===== src/rtl/ws2812_pkg.sv =====
// Shared types and constants for the WS2812B frame sequencer.
// Holds the FSM state enum, GRB word width, default timings and colours.
package ws2812_pkg;

    typedef enum logic [1:0] {
        IDLE  = 2'd0,
        SEND  = 2'd1,
        LATCH = 2'd2
    } state_e;

    localparam int GRB_W = 24;

    // 300 us latch gap and 60 Hz frame period at 100 MHz
    localparam int DEF_RESET_CYCLES = 30000;
    localparam int DEF_FRAME_CYCLES = 1666667;

    // GRB ordering: G[23:16] R[15:8] B[7:0]
    localparam logic [GRB_W-1:0] GRB_OFF   = 24'h000000;
    localparam logic [GRB_W-1:0] GRB_RED   = 24'h00FF00;
    localparam logic [GRB_W-1:0] GRB_GREEN = 24'hFF0000;
    localparam logic [GRB_W-1:0] GRB_BLUE  = 24'h0000FF;

    function automatic int clamp_leds(input int req, input int max_leds);
        return (req > max_leds) ? max_leds : req;
    endfunction

endpackage


===== src/rtl/ws_delay_counter.sv =====
// Loadable down-counter that emits a one-cycle done pulse.
// Ports: clk, reset, load_i, load_val_i -> done_o (registered pulse).
module ws_delay_counter #(
    parameter int W = 16
) (
    input  logic         clk,
    input  logic         reset,
    input  logic         load_i,
    input  logic [W-1:0] load_val_i,
    output logic         done_o
);

    logic [W-1:0] cnt_q;
    logic         done_q;

    // Loading V raises done_o V cycles after the load edge.
    always_ff @(posedge clk) begin
        if (reset) begin
            cnt_q  <= '0;
            done_q <= 1'b0;
        end else if (load_i) begin
            cnt_q  <= load_val_i;
            done_q <= 1'b0;
        end else begin
            done_q <= (cnt_q == W'(1));
            if (cnt_q != '0) begin
                cnt_q <= cnt_q - W'(1);
            end
        end
    end

    assign done_o = done_q;

endmodule


===== src/rtl/ws2812_frame_sequencer.sv =====
// Frame controller: colour table, frame snapshot, GRB streaming, latch gap.
// Ports: table write (wr_*), frame control (go/auto/num_leds), px_* stream.
module ws2812_frame_sequencer
    import ws2812_pkg::*;
#(
    parameter int MAX_LEDS     = 8,
    parameter int RESET_CYCLES = DEF_RESET_CYCLES,
    parameter int FRAME_CYCLES = DEF_FRAME_CYCLES
) (
    input  logic             clk,
    input  logic             reset,
    input  logic [3:0]       num_leds,
    input  logic             go,
    input  logic             auto,
    input  logic             wr_en,
    input  logic [2:0]       wr_addr,
    input  logic [GRB_W-1:0] wr_data,
    output logic [GRB_W-1:0] px_data,
    output logic             px_valid,
    input  logic             px_ready,
    output logic             ready,
    output logic             busy,
    output logic             frame_done
);

    localparam int IDX_W = (MAX_LEDS > 1) ? $clog2(MAX_LEDS) : 1;
    localparam int CNT_W = $clog2(MAX_LEDS + 1);
    localparam int PER_W = $clog2(FRAME_CYCLES);
    localparam int DLY_W = $clog2(RESET_CYCLES);

    state_e           state_q;
    logic [GRB_W-1:0] tbl_q  [MAX_LEDS];
    logic [GRB_W-1:0] snap_q [MAX_LEDS];
    logic [GRB_W-1:0] snap_d [MAX_LEDS];
    logic [IDX_W-1:0] idx_q;
    logic [CNT_W-1:0] n_q;
    logic [CNT_W-1:0] n_d;
    logic [PER_W-1:0] per_q;
    logic [GRB_W-1:0] px_data_q;
    logic             px_valid_q;
    logic             ready_q;
    logic             busy_q;
    logic             frame_done_q;

    logic wr_ok;
    logic per_exp;
    logic xfer;
    logic last;
    logic start;
    logic dly_load;
    logic dly_done;

    assign wr_ok    = wr_en && (int'(wr_addr) < MAX_LEDS);
    assign n_d      = CNT_W'(clamp_leds(int'(num_leds), MAX_LEDS));
    assign per_exp  = (per_q == PER_W'(FRAME_CYCLES - 1));
    assign xfer     = px_valid_q && px_ready;
    assign last     = (CNT_W'(idx_q) == n_q - CNT_W'(1));
    assign start    = (state_q == IDLE) && (n_d != '0)
                   && (go || (auto && per_exp));
    assign dly_load = (state_q == SEND) && xfer && last;

    // Snapshot source: table with a same-cycle write forwarded in.
    always_comb begin
        for (int i = 0; i < MAX_LEDS; i++) begin
            snap_d[i] = tbl_q[i];
        end
        if (wr_ok) begin
            snap_d[wr_addr] = wr_data;
        end
    end

    always_ff @(posedge clk) begin
        if (reset) begin
            tbl_q <= '{default: '0};
        end else if (wr_ok) begin
            tbl_q[wr_addr] <= wr_data;
        end
    end

    ws_delay_counter #(
        .W (DLY_W)
    ) u_latch_dly (
        .clk        (clk),
        .reset      (reset),
        .load_i     (dly_load),
        .load_val_i (DLY_W'(RESET_CYCLES - 1)),
        .done_o     (dly_done)
    );

    always_ff @(posedge clk) begin
        if (reset) begin
            state_q      <= IDLE;
            snap_q       <= '{default: '0};
            idx_q        <= '0;
            n_q          <= '0;
            per_q        <= '0;
            px_data_q    <= GRB_OFF;
            px_valid_q   <= 1'b0;
            ready_q      <= 1'b1;
            busy_q       <= 1'b0;
            frame_done_q <= 1'b0;
        end else begin
            frame_done_q <= 1'b0;
            // Period counter saturates; the start branch restarts it.
            if (!per_exp) begin
                per_q <= per_q + PER_W'(1);
            end
            unique case (state_q)
                IDLE: begin
                    if (start) begin
                        snap_q     <= snap_d;
                        n_q        <= n_d;
                        idx_q      <= '0;
                        per_q      <= '0;
                        px_data_q  <= snap_d[0];
                        px_valid_q <= 1'b1;
                        ready_q    <= 1'b0;
                        busy_q     <= 1'b1;
                        state_q    <= SEND;
                    end
                end
                SEND: begin
                    if (xfer) begin
                        if (last) begin
                            px_valid_q <= 1'b0;
                            px_data_q  <= GRB_OFF;
                            state_q    <= LATCH;
                        end else begin
                            idx_q     <= idx_q + IDX_W'(1);
                            px_data_q <= snap_q[idx_q + IDX_W'(1)];
                        end
                    end
                end
                LATCH: begin
                    if (dly_done) begin
                        state_q      <= IDLE;
                        ready_q      <= 1'b1;
                        busy_q       <= 1'b0;
                        frame_done_q <= 1'b1;
                    end
                end
                default: begin
                    state_q <= IDLE;
                end
            endcase
        end
    end

    assign px_data    = px_data_q;
    assign px_valid   = px_valid_q;
    assign ready      = ready_q;
    assign busy       = busy_q;
    assign frame_done = frame_done_q;

endmodule


===== config.mk =====
export PLATFORM = sky130hd
export DESIGN_NAME = ws2812_frame_sequencer
export DESIGN_NICKNAME = d
export VERILOG_FILES = /design/src/rtl/ws2812_pkg.sv /design/src/rtl/ws_delay_counter.sv /design/src/rtl/ws2812_frame_sequencer.sv
export SDC_FILE = /design/constraint.sdc
export NUM_CORES = 1
export LEC_CHECK = 0
export ABC_AREA = 1
export CAP_MARGIN = 15
export CORE_MARGIN = 2
export CORE_UTILIZATION = 45
export DETAILED_ROUTE_END_ITERATION = 7
export SYNTH_ARGS = -nofsm -noshare
export SYNTH_HDL_FRONTEND = slang
export SYNTH_SLANG_ARGS = --single-unit

===== constraint.sdc =====
create_clock -name clk -period 2.2 [get_ports clk]
set_clock_uncertainty 0.2 [all_clocks]
set_input_delay 0.33 -clock clk [delete_from_list [all_inputs] [get_ports clk]]
set_output_delay 0.33 -clock clk [all_outputs]
set_load 0.01 [all_outputs]

==> results.cfg <==
[status]
outcome = finished clean

[floorplan]
die_h_um = 210
dieArea_um2 = 44000
rows = 75
fp.dieW_um = 210
io_pins = 65
initial_utilization_pct = 45.5
coreArea_um2 = 41900

[global_route]
grt_pass1_vias = 15800
grt_pass1_wl_um = 84900
grt-ovfl-total = 0
grt_util_all_layers_pct = 24.2
grt_max_degree = 131
antenna_found_initial = 0

[sta]
post-route-min-period_ps = 2170
tns_ps = 0
setup_viol = 0
rsz0062_at_grt = true
hold_slack_ps = 247
hold_violations = 0
relSlewSlack_pct = 49.5
maxSlewViolCount = 0
tightest_slew_ps = 758
max_freq_mhz = 460
finalCritPeriodShare_pct = 98.8

[logic_synthesis]
yosysTopAreaCellShare_pct = 48.2
synth.distinct_cells = 35
synth_area_um2 = 19000
yosysTopAreaCell = dfxtp_1
yosys-top-cells-area = dfxtp_1 (48%), nor2_1 (8.3%), a21oi_1 (8.2%), mux2i_1 (4.8%), nand2_1 (4.0%)
yosys_warnings = 0
synth_nets = 2411
synthCells = 2367
yosys_register_bits = 458
syn_area_per_cell_um2 = 8.04
yosysSeqAreaShare_pct = 48.2

[route]
first_pass_iters = 5
dr_total_vias = 16600
routedWlPerCell_um = 18.2
drt-total-wl_um = 55800
vias_per_cell = 5.43
drtAntennaViolNets = 0
drcViolationCount = 0
drt_iter0_drc = 1065

[clock_network]
clock_latency_ps = 570
cts_tree = yes
clock-sinks = 458
root_buffer = clkbuf_16
cts.path.max_buffers = 3
clkSlewWorstSetupHoldPaths_ps = 60
numCtsBuffers = 49
h-tree-depth = 2

[layout]
area_growth_pct = 23.2
drive_gt1_share_pct = 15.3
fillerInstances = 3802
layout.nets = 2534
antennaDiodeCount = 0

[critical_path]
crit_buf_inv = 1
critPathMaxStageDelay_ps = 600
critical_path.cell_chain = clkdlybuf4s50_1
cp.required_ps = 1670
end_kind = primary output
arrival_ps = 1640
crit_slowest_cell = clkdlybuf4s50_1
cp_top_family = buffers and inverters
start_kind = flop
cp_max_fo = 2
path_class = flop to primary output

[placed_design]
place_congestion = 0.816
dp_hpwl_um = 35000
port_buffers = 64

[pwr]
ir_worst_vdd_uv = 549
p_per_area_nw_per_um2 = 959
cellLeakagePower_uw = 0.00984

[min_path]
hold_path_class = flop to flop

[run]
drv_cap = 0
==> kinds of logic (layout without fill, tap and decap cells) <==
family / Yosys count / after routing / synth area share, %
xor+xnor: 20 / 20 / 0.920
fa+ha+maj: 7 / 7 / 0.460
simple gates: 871 / 871 / 19.4
compound gates: 571 / 571 / 18.5
buf+inv: 349 / 507 / 7.82
mux: 91 / 91 / 4.79
flops: 458 / 458 / 48.2
==> per-stage QoR <==
step	cell area (µm²)	utilization (%)	total power [µW]	cells	worst slack [ps]
after floorplan	19000	-	12500	2367	179
after global placement	21300	50.8	14100	2961	-158
after detailed placement	21300	50.8	14100	2961	-175
after CTS	22900	54.6	22300	3048	9.10
after global routing	23500	56.0	23600	3064	-29.6
final	23500	56.0	22500	3064	27.5
==> final cells by class <==
class | count | area [µm²] | share of cell area (%)
flip-flops and latches | 458 | 9180 | 39.1
multi-input cells | 1560 | 8600 | 36.7
repair buffers | 247 | 2690 | 11.5
clock buffers | 75 | 1470 | 6.25
inverters | 172 | 681 | 2.90
well taps | 539 | 674 | 2.88
clock inverters | 11 | 119 | 0.507
repair inverters | 2 | 36.3 | 0.155
==> path summary, 6_finish.rpt <==
path,depth (start not counted),slack (ps),end,start
max reg2reg,12,100,px_data[23]$_SDFFE_PP0P_,idx_q[0]$_SDFFE_PP0P_
min reg2reg,2,250,snap_q[15]$_SDFFE_PP0P_,snap_q[15]$_SDFFE_PP0P_
min,2,250,snap_q[15]$_SDFFE_PP0P_,snap_q[15]$_SDFFE_PP0P_
max,1,30,px_data[20],px_data[20]$_SDFFE_PP0P_
==> flip-flops by register name, indices dropped and copies added (netlist names) <==
register            cells
px_data                24
snap_q                192
u_latch_dly.cnt_q      15
idx_q                   3
tbl_q                 192
ready                   1
frame_done              1
state_q                 2
n_q                     4
per_q                  21
busy                    1
u_latch_dly.done_o      1
px_valid                1
==> what timing repair did <==
| action | 4_1_cts | 5_1_grt |
|---|---|---|
| endpoints found under the hold margin | 11 | 0 |
| buffers inserted | 0 | 4 |
| setup endpoints to repair | 7 | 155 |
| pin swaps | 0 | 5 |
| gates resized for setup | 7 | 74 |
| gates cloned | 0 | 12 |
| hold buffers | 1 | 0 |
==> where the power goes <==
part           total [µW]  leakage [µW]  switching (µW)  internal [µW]
combinational        4810       0.00531            2810           2000
clock                8140      0.000780            3340           4800
sequential           9540       0.00375             477           9060
total               22500       0.00984            6630          15900
==> Yosys cell counts <==
| library cell | instances |
|---|---|
| ha_1 | 7 |
| nand3_2 | 1 |
| xnor2_1 | 4 |
| o21a_1 | 25 |
| nor3_1 | 67 |
| or2_1 | 12 |
| buf_4 | 13 |
| buf_1 | 18 |
| or2_2 | 15 |
| buf_2 | 55 |
| nand3_1 | 108 |
| nor3b_1 | 1 |
| nand2_1 | 202 |
| a31oi_1 | 2 |
| nor2_1 | 420 |
| xor2_1 | 16 |
| o21ai_1 | 1 |
| nor2_2 | 4 |
| nor3_2 | 1 |
| inv_1 | 168 |
| mux2i_1 | 91 |
| nor4_1 | 1 |
| a211oi_2 | 48 |
| nand2_2 | 2 |
| o22ai_1 | 1 |
| a211oi_1 | 70 |
| buf_6 | 8 |
| o21ai_0 | 91 |
| nand3b_1 | 4 |
| o211ai_1 | 23 |
| dfxtp_1 | 458 |
| nand4_1 | 33 |
| clkbuf_1 | 83 |
| inv_2 | 4 |
| a21oi_1 | 310 |
==> placed cells by master, fill, tap and decap left out, types with 3 or more instances in the layout <==
master / instances
a211oi_1: 48
a211oi_2: 70
a21oi_1: 305
a21oi_2: 4
buf_12: 28
buf_16: 7
buf_4: 129
buf_6: 9
clkbuf_1: 13
clkbuf_16: 58
clkbuf_8: 12
clkdlybuf4s50_1: 63
clkinv_2: 8
dfxtp_1: 451
dfxtp_2: 6
ha_1: 6
inv_1: 166
mux2i_1: 91
nand2_1: 199
nand2_2: 4
nand3_1: 106
nand3_2: 3
nand3b_1: 4
nand4_1: 33
nor2_1: 409
nor2_2: 14
nor3_1: 66
o211ai_1: 23
o21a_1: 25
o21ai_0: 85
o21ai_1: 7
or2_1: 12
or2_2: 15
xnor2_1: 3
xor2_1: 16
==> per-layer routing <==
layer  global-route usage, %  up-vias  share of wire (%)
met2                    41.4      386                 47
li1                        -     8185                  -
met3                    2.96      129                4.5
met4                    12.3        0                5.0
met5                       0        -                  0
met1                    30.3     7939                 43
No activity file was read; power rests on OpenSTA's default activity.
